$ cat config.mk
export PLATFORM = sky130hd
export DESIGN_NAME = subtractor_32bits_seq
export DESIGN_NICKNAME = d
export VERILOG_FILES = /design/src/rtl/subtractor_32bits_seq.sv
export SDC_FILE = /design/constraint.sdc
export NUM_CORES = 1
export LEC_CHECK = 0
export ABC_AREA = 1
export ABC_CLOCK_PERIOD_IN_PS = 5570
export CORE_ASPECT_RATIO = 0.8
export CORE_MARGIN = 2
export CORE_UTILIZATION = 56
export DETAILED_ROUTE_END_ITERATION = 6
export PLACE_DENSITY = 0.91
export SYNTH_ARGS = -nofsm -noshare
export SYNTH_HDL_FRONTEND = slang
export SYNTH_SLANG_ARGS = --single-unit
$ cat constraint.sdc
create_clock -name clk -period 5.57 [get_ports clk]
set_input_delay 1.114 -clock clk [delete_from_list [all_inputs] [get_ports clk]]
set_output_delay 1.114 -clock clk [all_outputs]
set_load 0.05 [all_outputs]
$ cat src/rtl/subtractor_32bits_seq.sv
// Multi-cycle subtractor: d = a - b - bi, one DIGIT-wide slice per clock, LSB digit first.
// Valid/ready handshake on operands and result; flags are registered on the final digit.
module subtractor_32bits_seq #(
  parameter int WIDTH = 32,
  parameter int DIGIT = 4
) (
  input  logic             clk,
  input  logic             rst_n,
  input  logic             in_valid,
  output logic             in_ready,
  input  logic [WIDTH-1:0] a,
  input  logic [WIDTH-1:0] b,
  input  logic             bi,
  output logic             out_valid,
  input  logic             out_ready,
  output logic [WIDTH-1:0] d,
  output logic             bo,
  output logic             ovf,
  output logic             zero
);

  localparam int STEPS  = WIDTH / DIGIT;
  localparam int STEP_W = (STEPS > 1) ? $clog2(STEPS) : 1;

  typedef enum logic [1:0] {IDLE, RUN, DONE} state_t;

  state_t            r_state, w_next;
  logic [STEP_W-1:0] r_step;
  logic [WIDTH-1:0]  r_a, r_b, r_d;
  logic              r_br, r_bo, r_ovf, r_zero;

  int unsigned       w_lsb;
  logic [DIGIT:0]    w_diff;
  logic [WIDTH-1:0]  w_d_next;
  logic              w_last;

  // Extra top bit of w_diff is the digit's borrow-out (result went negative).
  always_comb begin
    w_lsb    = 32'(r_step) * DIGIT;
    w_diff   = {1'b0, r_a[w_lsb +: DIGIT]} - {1'b0, r_b[w_lsb +: DIGIT]}
             - {{DIGIT{1'b0}}, r_br};
    w_d_next = r_d;
    w_d_next[w_lsb +: DIGIT] = w_diff[DIGIT-1:0];
    w_last   = (r_step == STEP_W'(STEPS - 1));
  end

  always_comb begin
    w_next = r_state;
    unique case (r_state)
      IDLE:    if (in_valid)  w_next = RUN;
      RUN:     if (w_last)    w_next = DONE;
      DONE:    if (out_ready) w_next = IDLE;
      default:                w_next = IDLE;
    endcase
  end

  always_ff @(posedge clk or negedge rst_n) begin
    if (!rst_n) begin
      r_state <= IDLE;
      r_step  <= '0;
      r_a     <= '0;
      r_b     <= '0;
      r_d     <= '0;
      r_br    <= 1'b0;
      r_bo    <= 1'b0;
      r_ovf   <= 1'b0;
      r_zero  <= 1'b0;
    end else begin
      r_state <= w_next;
      unique case (r_state)
        IDLE: begin
          if (in_valid) begin
            r_a    <= a;
            r_b    <= b;
            r_br   <= bi;
            r_step <= '0;
          end
        end
        RUN: begin
          r_d    <= w_d_next;
          r_br   <= w_diff[DIGIT];
          r_step <= r_step + 1'b1;
          if (w_last) begin
            r_bo   <= w_diff[DIGIT];
            r_zero <= (w_d_next == '0);
            r_ovf  <= (r_a[WIDTH-1] != r_b[WIDTH-1]) && (w_d_next[WIDTH-1] != r_a[WIDTH-1]);
          end
        end
        default: ;
      endcase
    end
  end

  assign in_ready  = (r_state == IDLE);
  assign out_valid = (r_state == DONE);
  assign d         = r_d;
  assign bo        = r_bo;
  assign ovf       = r_ovf;
  assign zero      = r_zero;

endmodule

After elaboration in Yosys (flattened, before gate mapping)
Index checks and enable logic that the tools add are counted.
Word-level totals
  input bits: 69
  bits in registers: 105
  latch bits: 0
  bits in read-only memories: 0
  output and inout port bits: 37
  memories: 0
  logic and storage cells: 42
  bits in writable memories: 0
Cells by class
  reduce and logical (&&, ||, !) cells: 8
  divide/modulo/power cells: 0
  equal/unequal tests: 8
  bitwise gates (word level): 0
  add/sub/neg operators: 4
  shift operators: 4
  $lt $le $gt $ge: 0
  mux-type cells: 9
  multiply operators: 0
Operator list (count)
  $shiftx 32x6->4: 2
  $neg 5->34: 1
  $shift 4x34->32 const A: 1
  $shiftx 4x34->32: 1
  $bwmux 32: 1
  $logic_not 32->1: 1
  $mux 2: 3
  $pmux 2 s3: 1
  $pmux 3 s2: 1
  $reduce_and 2->1: 3
  $sub 4x4->5: 1
  $sub 5x1->5: 1
  $ne 2x2->1 const B: 2
  $add 3x1->3 const B: 1
  $eq 3x3->1 const B: 1
  $mux 3: 1
  $reduce_and 3->1: 1
  $eq 2x1->1 const B: 1
  $eq 2x2->1 const B: 1
  $logic_not 2->1: 1
  $ne 1x1->1: 2
  $ne 2x1->1 const B: 1
  $pmux 1 s2: 1
  $reduce_bool 2->1: 1
  other kinds (2): 2

Depth between registers and ports, before layout
Gate-level depths: netlist (run 1).
  depth after elaboration: 7
  gate-level depth with buffers: 23
  mapped depth without buffers: 21

Worst setup path after synthesis (run 1)
No wires, ideal clock.
  kind: flip-flop to flip-flop
  start point: register r_step[0]
  end point: register r_zero, in the netlist zero
  cell stages (with the launch flop): 23
  library setup time: 0.066 ns
  slack: 2.189 ns
  period minus slack after synthesis: 3.381 ns
  path buffers: 3
  arrival time: 3.316 ns
  required time: 5.504 ns
  cell sequence: dfrtp_1 -> inv_2 -> buf_6 -> clkbuf_1 -> clkbuf_1 -> nor2_1 -> o221ai_1 -> o21ai_0 -> fa_1 -> fa_1 -> nand2_1 -> nand2_1 -> nand3_1 -> nand2_1 -> o21ai_0 -> nand2_1 -> nor2_1 -> nand3_1 -> nor2_1 -> nand3_1 -> nor2_1 -> nand2_1 -> nand2_1
On the way
  cells in the longest elaborated chain, start to end: 6
  elaborated cells on any way between the ends: 11
  classes of those cells: 3 x add/sub; 1 x eq/ne; 4 x shift; 1 x mux; 2 x reduce/logical
Ends and longest elaborated chain
  start, declared: line 28  | logic [STEP_W-1:0] r_step;
  start signal, assigned: line 82  | r_step <= r_step + 1'b1;
  $shiftx 32x6->4: line 40  | w_diff = {1'b0, r_a[w_lsb +: DIGIT]} - {1'b0, r_b[w_lsb +: DIGIT]}
  $sub 4x4->5: line 40
  $sub 5x1->5: line 41  | - {{DIGIT{1'b0}}, r_br};
  $shiftx 4x34->32: line 43  | w_d_next[w_lsb +: DIGIT] = w_diff[DIGIT-1:0];
  $bwmux 32: line 43
  $logic_not 32->1: line 85  | r_zero <= (w_d_next == '0);
  end signal, assigned: line 85
  end, declared: line 30  | logic r_br, r_bo, r_ovf, r_zero;
Several ways; a longest one is shown, not always the timed one.
A chain may end at the register's enable or synchronous reset.

Worst setup path after layout (run 1)
  start point: register r_step[1]
  end point: register r_zero, in the netlist zero
The elaborated chain is that of the path after synthesis.

==> metrics.cfg, run 1 <==
[sta]
finalHoldViolCount=0
slew_violations=0
worst_hold_slack_ns=0.486
timing.final.crit_share_pct=67.0
final-setup-viol-count=0
rsz0062_at_grt=no
timing_worst_slew_pin_value_ns=1.16
timing.final.crit_period_ns=3.73
fmax_mhz=268
slew_headroom_pct=22.5
skew_ns=0.0111
setup_total_negative_slack_ns=0

[cells_and_area]
nets=870
filler_cells=652
multiInputGateArea_mm2=0.00244
final_area_mm2=0.00672
area.sequential_mm2=0.00263
post_route_cells_drive_above_1_share_pct=6.53
area_delta_synth_final_pct=26.8
antenna-diode-count=0
stdcell_count=911

[floorplanning]
num_rows=31
die_x_um=113
design.core.area_mm2=0.00911
die-area_mm2=0.0103
i_o_pin_total=106
initial_core_util_pct=58.2
die_height_um=91.0

[placed_design]
hpwl_um=10600
place_inst=895
detailed_place.area_mm2=0.00639
place_congestion=1.01
io_buffers=105

[worst_hold_path]
hold_class=reg -> reg

[logic_synthesis]
synth_top_area_cell=dfrtp_1
yosysUniqueCellTypes=31
ys_warn_count=0
netlist_instances=704
synthTopCellsByArea=dfrtp_1, nand2_1, o21ai_0, nor2_1, nand3_1
synth_seq_area_share_pct=49.6
synth.top_cell.area_share_pct=49.6
syn_area_mm2=0.00530
postSynthAreaPerCell_um2=7.53
mappedNetlistNets=783
yosys_register_bits=105

[setup_path]
timing.critical_path.required_ns=5.85
worst-path-max-fanout=20
worst_endpoint_data_arrival_time_ns=4.01
timing.setup.critical_path_class=reg -> reg
critical_path.startpoint_type=register
timing.critical_path.to_type=register

[cts]
root_buffer_selected_by_cts=clkbuf_16
clk_pin_slew_ns=0.07
h-tree-depth=3
tritoncts=done
cts-root-to-sink-buffers=2
number_of_clock_sinks=105
cts-buffers-inserted=9
cts_hold_buf=0
cts_resized=0
number_of_setup_buffers_added_after_cts=0
clk_latency_ns=0.35

[drt]
ant_nets=0
route.detailed.drc=0
drt_via_density=5.72
detail_route.iter0.violations=675
avgRoutedWirePerCell_um=16.5
firstDrtPassIters=5
dr_total_vias=5208
totalWireLength_um=15000

[power]
post-layout-total-power_w=0.00497
power.leakage_nw=3.22
ir_drop_uv=538
power-per-cell-area_mw_per_mm2=739

[global_route]
grt_use_total_pct=30.1
grt_first_pass_wirelength_um=24600
antenna_violations_before_repair=0
grt_pass1_vias=4947
globalRouteOverflowTotal=0
grt_start_max_net_pins=67

[outcome]
run_status=complete, no violations

[flow_run]
cap_viol_max_count=0

## layout by cell type (no fill, tap or decap), types with 7 or more instances in the layout
master | Yosys | routed
o22ai_1 | 8 | 8
inv_1 | 18 | 17
clkbuf_16 | 0 | 9
inv_2 | 7 | 8
nand3_1 | 22 | 22
dfrtp_1 | 105 | 105
or2_2 | 7 | 7
nor2_1 | 60 | 60
a31oi_1 | 8 | 8
nand2_1 | 316 | 315
clkdlybuf4s50_1 | 0 | 104
ha_1 | 8 | 8
o21ai_0 | 78 | 78
## report_power, final
part           switching (W)  internal [W]
clock               0.000292      0.000412
combinational        0.00196      0.000916
sequential          0.000283       0.00111
total                0.00253       0.00244
## through the flow
stage | worst slack (ns) | util (%)
after floorplan | 2.19 | -
after global placement | 1.85 | 70.1
after detailed placement | 1.69 | 70.1
after CTS | 1.94 | 73.8
after global routing | 1.50 | 73.8
final | 1.84 | 73.8
## synth_stat cells
| master | count |
|---|---|
| o22ai_1 | 8 |
| clkbuf_1 | 27 |
| o211ai_1 | 1 |
| nand3_1 | 22 |
| nand3_2 | 3 |
| o21bai_1 | 2 |
| a21oi_1 | 1 |
| buf_6 | 1 |
| nand4_1 | 2 |
| a31oi_1 | 8 |
| buf_4 | 1 |
| nand2_1 | 316 |
| nor2_1 | 60 |
| buf_1 | 1 |
| xnor2_1 | 1 |
| nor2_4 | 4 |
| o31ai_1 | 1 |
| o221ai_1 | 4 |
| nand2_2 | 2 |
| o21ai_0 | 78 |
| inv_2 | 7 |
| or2_2 | 7 |
| nand4_2 | 1 |
| clkinv_1 | 1 |
| fa_1 | 2 |
| nor2_2 | 5 |
| inv_1 | 18 |
| dfrtp_1 | 105 |
| buf_2 | 3 |
| o21ai_1 | 4 |
| ha_1 | 8 |
## area by class of cell
cell class / instances / area share [%]
Inverter: 26 / 1.45
Clock buffer: 10 / 3.55
Tap cell: 115 / 2.14
Sequential cell: 105 / 39.1
Clock inverter: 6 / 1.41
Timing Repair Buffer: 109 / 16.0
Multi-Input combinational cell: 540 / 36.3
## kinds of logic (layout without fill, tap and decap cells)
kind of cell,Yosys count,count (layout),synth area share [%]
buffers and inverters,59,151,4.46
XOR/XNOR,1,1,0.165
AO/OA/AOI/OAI,107,107,10.9
AND/OR/NAND/NOR,422,422,32.2
adder cells (fa/ha/maj),10,10,2.64
flip-flops,105,105,49.6
## registers in the layout, indices dropped and copies added (netlist names)
register  flops
bo            1
r_step        3
d            32
ovf           1
r_state       2
r_b          32
r_br          1
r_a          32
zero          1
## routing by layer
layer / vias up / routed length, µm / GRT usage, % / share of wire (%)
li1: 2427 / - / - / -
met1: 2428 / 6510 / 44.5 / 43
met2: 318 / 6640 / 44.8 / 44
met3: 35 / 1610 / 6.94 / 11
met4: 0 / 257 / 8.03 / 1.7
met5: - / 0 / 0 / 0
## path summary, 6_finish.rpt
kind | start | end | slack, ns | cells after the start
worst max-delay path | r_step[1] | zero | 1.84 | 20
worst min-delay path | r_a[23] | r_a[23] | 0.49 | 2
worst max register to register | r_step[1] | zero | 1.84 | 20
worst min register to register | r_a[23] | r_a[23] | 0.49 | 2
max in group asynchronous | rst_n | d[30] | 3.66 | 2
min in group asynchronous | rst_n | r_b[5] | 0.78 | 1
## worst max-delay path, cell delays in order, from the launching register on
cell,delay (ns)
dfrtp_1,0.72
inv_2,0.30
o21ai_0,0.15
o22ai_1,0.10
nor2_1,0.13
a31oi_1,0.08
fa_1,0.45
fa_1,0.45
nand2_1,0.08
nand2_1,0.09
nand3_1,0.15
nand2_1,0.07
o21ai_1,0.11
nand3_1,0.12
nor2_1,0.16
nand3_1,0.09
nor2_1,0.09
nand3_1,0.07
nor2_1,0.11
nand2_1,0.07
nand2_1,0.06
(Power assumes the default switching activity.)
==> run 2: changes to the inputs <==
ABC_CLOCK_PERIOD_IN_PS = 3300   (was 5570)
CORE_UTILIZATION = 47   (was 56)
PLACE_DENSITY = 0.82   (was 0.91)
clock period = 3.3 ns   (was 5.57 ns; I/O delays follow)
==> run 2 against run 1 <==
Routed wire length is 4.0% higher. Hold slack worse by 0.18 ns. Non-clock buffer count is 21 higher. Critical path depth is 1 lower. Core utilization is 9.6 points lower. Clock-buffer cell count is 1 higher. Global-route usage is 4.2 points lower. Critical endpoint unchanged. Clock skew is 0.00097 ns higher. Fmax is 16% higher.
==> metrics.cfg, run 2 (synthesis results as in run 1) <==
[cells_and_area]
multiInputGateArea_mm2=0.00253  ; +3.6%
area_delta_synth_final_pct=32.4
filler_cells=927  ; +42%
mostFrequentLayoutCells=nand2_1, clkdlybuf4s50_1, dfrtp_1, o21ai_0, nor2_1
post_route_cells_drive_above_1_share_pct=11.6  ; +5.1 points
stdcell_count=961  ; +5.5%
leading_cell_type_in_the_layout_fill_and_taps_excluded=nand2_1
antenna-diode-count=0  ; unchanged
nets=891  ; +2.4%
area.sequential_mm2=0.00263  ; about the same
final_area_mm2=0.00702  ; +4.4%

[global_route]
globalRouteOverflowTotal=0  ; unchanged
antenna_violations_before_repair=0  ; unchanged
grt_pass1_vias=4684  ; -5.3%
grt_use_total_pct=25.8  ; -4.2 points
grt_start_max_net_pins=65  ; -3.0%
grt_first_pass_wirelength_um=24100  ; -1.9%

[drt]
detail_route.iter0.violations=563  ; -17%
dr_total_vias=5229  ; +0.40%
drt_via_density=5.44  ; -4.8%
ant_nets=0  ; unchanged
firstDrtPassIters=7  ; +2
avgRoutedWirePerCell_um=16.2  ; -1.4%
totalWireLength_um=15600  ; +4.0%
route.detailed.drc=0  ; unchanged

[placed_design]
place_congestion=0.949  ; -6.0%
place_inst=934  ; +4.4%
detailed_place.area_mm2=0.00651  ; +1.9%
io_buffers=105  ; unchanged
hpwl_um=10900  ; +3.2%

[floorplanning]
die-area_mm2=0.0122  ; +18%
die_x_um=123  ; +8.8%
die_height_um=99.0  ; +8.8%
num_rows=34  ; +9.7%
design.core.area_mm2=0.0109  ; +20%
initial_core_util_pct=48.5  ; -9.7 points
i_o_pin_total=106  ; unchanged

[setup_path]
critical_path.startpoint_type=register
timing.critical_path.to_type=register
timing.setup.critical_path_class=reg -> reg
timing.critical_path.required_ns=3.55  ; -2.30 ns
worst_endpoint_data_arrival_time_ns=3.47  ; -0.54 ns
worst-path-max-fanout=9  ; -55%

[sta]
slew_violations=0  ; unchanged
fmax_mhz=311  ; +16%
worst_hold_slack_ns=0.304  ; -0.182 ns
timing.final.crit_period_ns=3.22  ; -0.511 ns
skew_ns=0.0121  ; +0.000968 ns
finalHoldViolCount=0  ; unchanged
slew_headroom_pct=59.2  ; +37 points
timing.final.crit_share_pct=97.5  ; +31 points
final-setup-viol-count=0  ; unchanged
timing_worst_slew_pin_value_ns=0.613  ; -0.546 ns

[cts]
root_buffer_selected_by_cts=clkbuf_16
tritoncts=done
clk_latency_ns=0.36  ; about the same
cts_hold_buf=0  ; unchanged
clk_pin_slew_ns=0.08  ; about the same
h-tree-depth=3  ; unchanged
cts-buffers-inserted=9  ; unchanged
cts-root-to-sink-buffers=2  ; unchanged
number_of_clock_sinks=105  ; unchanged

[worst_hold_path]
hold_class=in -> async

[flow_run]
cap_viol_max_count=0  ; unchanged

[outcome]
run_status=complete, no violations

run 2: final cells by class:
class | count | share of cell area (%)
timing repair buffer | 130 | 18.4
clock buffer | 11 | 3.46
tap | 144 | 2.57
clock inverter | 5 | 0.553
inverter | 26 | 1.53
multi-input combinational | 540 | 36.0
sequential | 105 | 37.5
run 2: what timing repair did:
action / 4_1_cts / 5_1_grt
gates resized for setup: 5 / 38
pin swaps: 0 / 14
endpoints found under the hold margin: 0 / 0
setup buffers: 0 / 10
endpoints found under the setup margin: 1 / 1
cloned: 0 / 1
run 2: metrics by stage:
stage          utilization [%]  setup WS [ns]  TNS [ns]
2_1_floorplan                -         0.0811         0
3_5_place_dp              59.6        -0.0864   -0.0864
6_report                  64.2         0.0809         0
3_3_place_gp              59.6         0.0885         0
4_1_cts                   62.3        0.00239         0
5_1_grt                   64.2        -0.0766    -0.142
run 2: critical path: stages (launching register included):
cell	delay (ns)
dfrtp_2	0.48
buf_6	0.15
buf_12	0.12
buf_4	0.14
o21ai_0	0.24
o22ai_1	0.11
nor2_1	0.12
a31oi_1	0.08
ha_1	0.31
inv_1	0.05
ha_1	0.35
inv_1	0.07
nand3_1	0.18
nand4_2	0.25
nand2_1	0.11
nand2_1	0.08
nand2_1	0.12
nor2_1	0.06
nand2_1	0.06
nand2_1	0.04
run 2: per-layer routing:
layer,global-route usage (%),wire length [µm]
met5,0,0
met4,6.37,258
met3,7.35,1630
met2,36.7,6770
met1,39.0,6950
run 2: final timing paths:
check	cells after the start	startpoint	slack, ns	to
setup / recovery	19	r_step[0]	0.08	zero
hold / removal	1	rst_n	0.30	r_a[19]
setup reg to reg	19	r_step[0]	0.08	zero
hold reg to reg	2	ovf	0.49	ovf
max in group asynchronous	2	rst_n	2.28	d[31]
min in group clk	2	ovf	0.49	ovf
Power of run 2 is left out: the tool's default activity adds up to more than one toggle a clock period on the data nets, which glitch-free logic cannot reach.
==> run 3: changes to the inputs <==
CORE_MARGIN = unset   (was 2)
==> run 3 against run 2 <==
Via count fell by 4.8%. Worst setup slack improved by 0.049 ns. First-iteration DRC count fell by 21%. Sequential share of layout area rose by 0.79 points. Routed wire length fell by 6.7%. Global-route usage rose by 0.35 points. Cell area fell by 2.1%. Critical path type unchanged. Highest routed layer unchanged.
==> metrics.cfg, run 3 (synthesis results as in run 1) <==
[power]
ir_drop_uv=514
share_seq_of_total_power_pct=28.0
switching_power_w=0.00433
power-per-cell-area_mw_per_mm2=1240
cellInternalPower_w=0.00417
comb_power_share_pct=58.7
power.leakage_nw=3.26
clock_power_share_pct=13.3
sw_frac_of_total_pct=50.9

[setup_path]
critPathMostFrequentCell=nand2_1
timing.critical_path.required_ns=3.59  ; +0.04 ns
worst_endpoint_data_arrival_time_ns=3.46  ; about the same
worst-path-max-fanout=7  ; -2
worstPathCellList=buf_4 > o21ai_1 > o22ai_1 > nor2_1 > a31oi_2 > fa_2 > fa_2 > nand3_1 > nand2_1 > o21ai_0 > nand2_1 > nor2_2 > nand3_1 > nor2_1 > nand3_1 > nor2_1 > nand2_1 > nand2_1
crit_slowest_cell=fa_2
critical_path.max_stage_delay_ns=0.47  ; about the same
critical_path.startpoint_type=register
timing.setup.critical_path_class=reg -> reg
timing.critical_path.to_type=register

[sta]
slew_violations=0  ; unchanged
fmax_mhz=315  ; +1.5%
finalHoldViolCount=0  ; unchanged
timing_worst_slew_pin_value_ns=0.627  ; +0.0147 ns
timing.final.crit_share_pct=96.1  ; -1.5 points
timing.final.crit_period_ns=3.17  ; -0.0486 ns
worst_hold_slack_ns=0.332  ; +0.0285 ns
final-setup-viol-count=0  ; unchanged
skew_ns=0.00986  ; -0.00224 ns
slew_headroom_pct=58.2  ; -0.98 points

[cells_and_area]
leading_cell_type_in_the_layout_fill_and_taps_excluded=nand2_1
area_delta_synth_final_pct=29.6
multiInputGateArea_mm2=0.00249  ; -1.6%
nets=879  ; -1.3%
filler_cells=948  ; +2.3%
area.sequential_mm2=0.00263  ; unchanged
antenna-diode-count=0  ; unchanged
mostFrequentLayoutCells=nand2_1, clkdlybuf4s50_1, dfrtp_1, o21ai_0, nor2_1
post_route_cells_drive_above_1_share_pct=8.94  ; -2.7 points
finalCoreUtilization_pct=62.9  ; -1.3 points

[floorplanning]
die_x_um=121  ; -1.6%
design.core.area_mm2=0.0109  ; unchanged
initial_core_util_pct=48.5  ; unchanged
i_o_pin_total=106  ; unchanged
die_height_um=97.0  ; -2.0%
die-area_mm2=0.0117  ; -3.6%
num_rows=34  ; unchanged

[worst_hold_path]
hold_class=in -> async

[cts]
tritoncts=done
clk_pin_slew_ns=0.07  ; about the same
number_of_clock_sinks=105  ; unchanged
cts-root-to-sink-buffers=2  ; unchanged
root_buffer_selected_by_cts=clkbuf_16
clk_latency_ns=0.35  ; about the same
h-tree-depth=3  ; unchanged
cts-buffers-inserted=9  ; unchanged
cts_hold_buf=0  ; unchanged

[global_route]
globalRouteOverflowTotal=0  ; unchanged
grt_start_max_net_pins=66  ; +1.5%
antenna_violations_before_repair=0  ; unchanged
grt_use_total_pct=26.2  ; +0.35 points
grt_first_pass_wirelength_um=23900  ; -0.77%
grt_pass1_vias=4617  ; -1.4%

[placed_design]
place_congestion=0.920  ; -3.1%
io_buffers=105  ; unchanged
hpwl_um=10900  ; -0.25%

[flow_run]
cap_viol_max_count=0  ; unchanged

[drt]
avgRoutedWirePerCell_um=15.3  ; -5.5%
firstDrtPassIters=5  ; -2
totalWireLength_um=14600  ; -6.7%
drt_via_density=5.25  ; -3.6%
detail_route.iter0.violations=446  ; -21%
ant_nets=0  ; unchanged
dr_total_vias=4980  ; -4.8%
route.detailed.drc=0  ; unchanged

[outcome]
run_status=complete, no violations

run 3: cell count changes in the layout (fill, tap and decap cells not counted), moves of 2 or more:
cell / before / now
nor2_2: 10 / 7
o21ai_0: 70 / 74
nor2_1: 55 / 58
clkinv_4: 2 / 0
o21ai_2: 5 / 0
inv_8: 0 / 2
buf_4: 19 / 13
buf_6: 2 / 0
run 3: path summary, 6_finish.rpt:
path	from	endpoint	slack [ns]	cells past startpoint
setup / recovery	r_step[0]	zero	0.13	18
hold / removal	rst_n	d[7]	0.33	1
setup reg to reg	r_step[0]	zero	0.13	18
hold reg to reg	ovf	ovf	0.48	2
max in group asynchronous	rst_n	r_a[22]	2.26	2
min in group clk	ovf	ovf	0.48	2
run 3: power groups by stage:
stage | logic, W | registers [W] | clock network (W)
after global routing | 0.00551 | 0.00243 | 0.00120
after CTS | 0.00477 | 0.00236 | 0.00115
final | 0.00499 | 0.00238 | 0.00113
after global placement | 0.00460 | 0.00236 | 0
after detailed placement | 0.00474 | 0.00237 | 0
after floorplan | 0.00289 | 0.00272 | 0
run 3: per-layer routing:
metal / track usage, % / up-vias / part of all wire [%]
li1: - / 2444 / -
met1: 40.8 / 2315 / 49
met2: 38.2 / 204 / 43
met3: 4.01 / 17 / 6.8
met4: 6.17 / 0 / 1.3
met5: 0 / - / 0
run 3: worst max-delay path, delay by kind of cell, from the launching register on:
kind                     cells  cell delay, ns
AND/OR/NAND/NOR             11            1.17
adder cells (fa/ha/maj)      2            0.89
flip-flops                   1            0.46
AO/OA/AOI/OAI                4            0.42
buffers and inverters        1            0.18
run 3: stage by stage:
stage / instance area (µm²) / setup TNS, ns / setup slack (ns) / power, W / cells
after global placement: 6490 / 0 / 0.138 / 0.00697 / 931
after global routing: 6870 / -0.0274 / -0.0274 / 0.00915 / 949
after detailed placement: 6490 / -0.0507 / -0.0507 / 0.00711 / 931
after floorplan: 5310 / 0 / 0.0811 / 0.00561 / 704
final: 6870 / 0 / 0.130 / 0.00850 / 949
after CTS: 6810 / 0 / 0.0184 / 0.00828 / 947
run 3: layout make-up:
type                            count  share of cell area [%]
Sequential cell                   105                    38.3
Multi-Input combinational cell    540                    36.2
Timing Repair Buffer              118                    16.9
Clock buffer                       10                    3.48
Tap cell                          144                    2.62
Inverter                           26                    1.46
Clock inverter                      6                    1.15
run 3: repair_timing:
| action | 4_1_cts | 5_1_grt |
|---|---|---|
| setup endpoints to repair | 1 | 1 |
| pin swaps | 0 | 5 |
| buffers inserted | 0 | 2 |
| gates resized for setup | 2 | 16 |
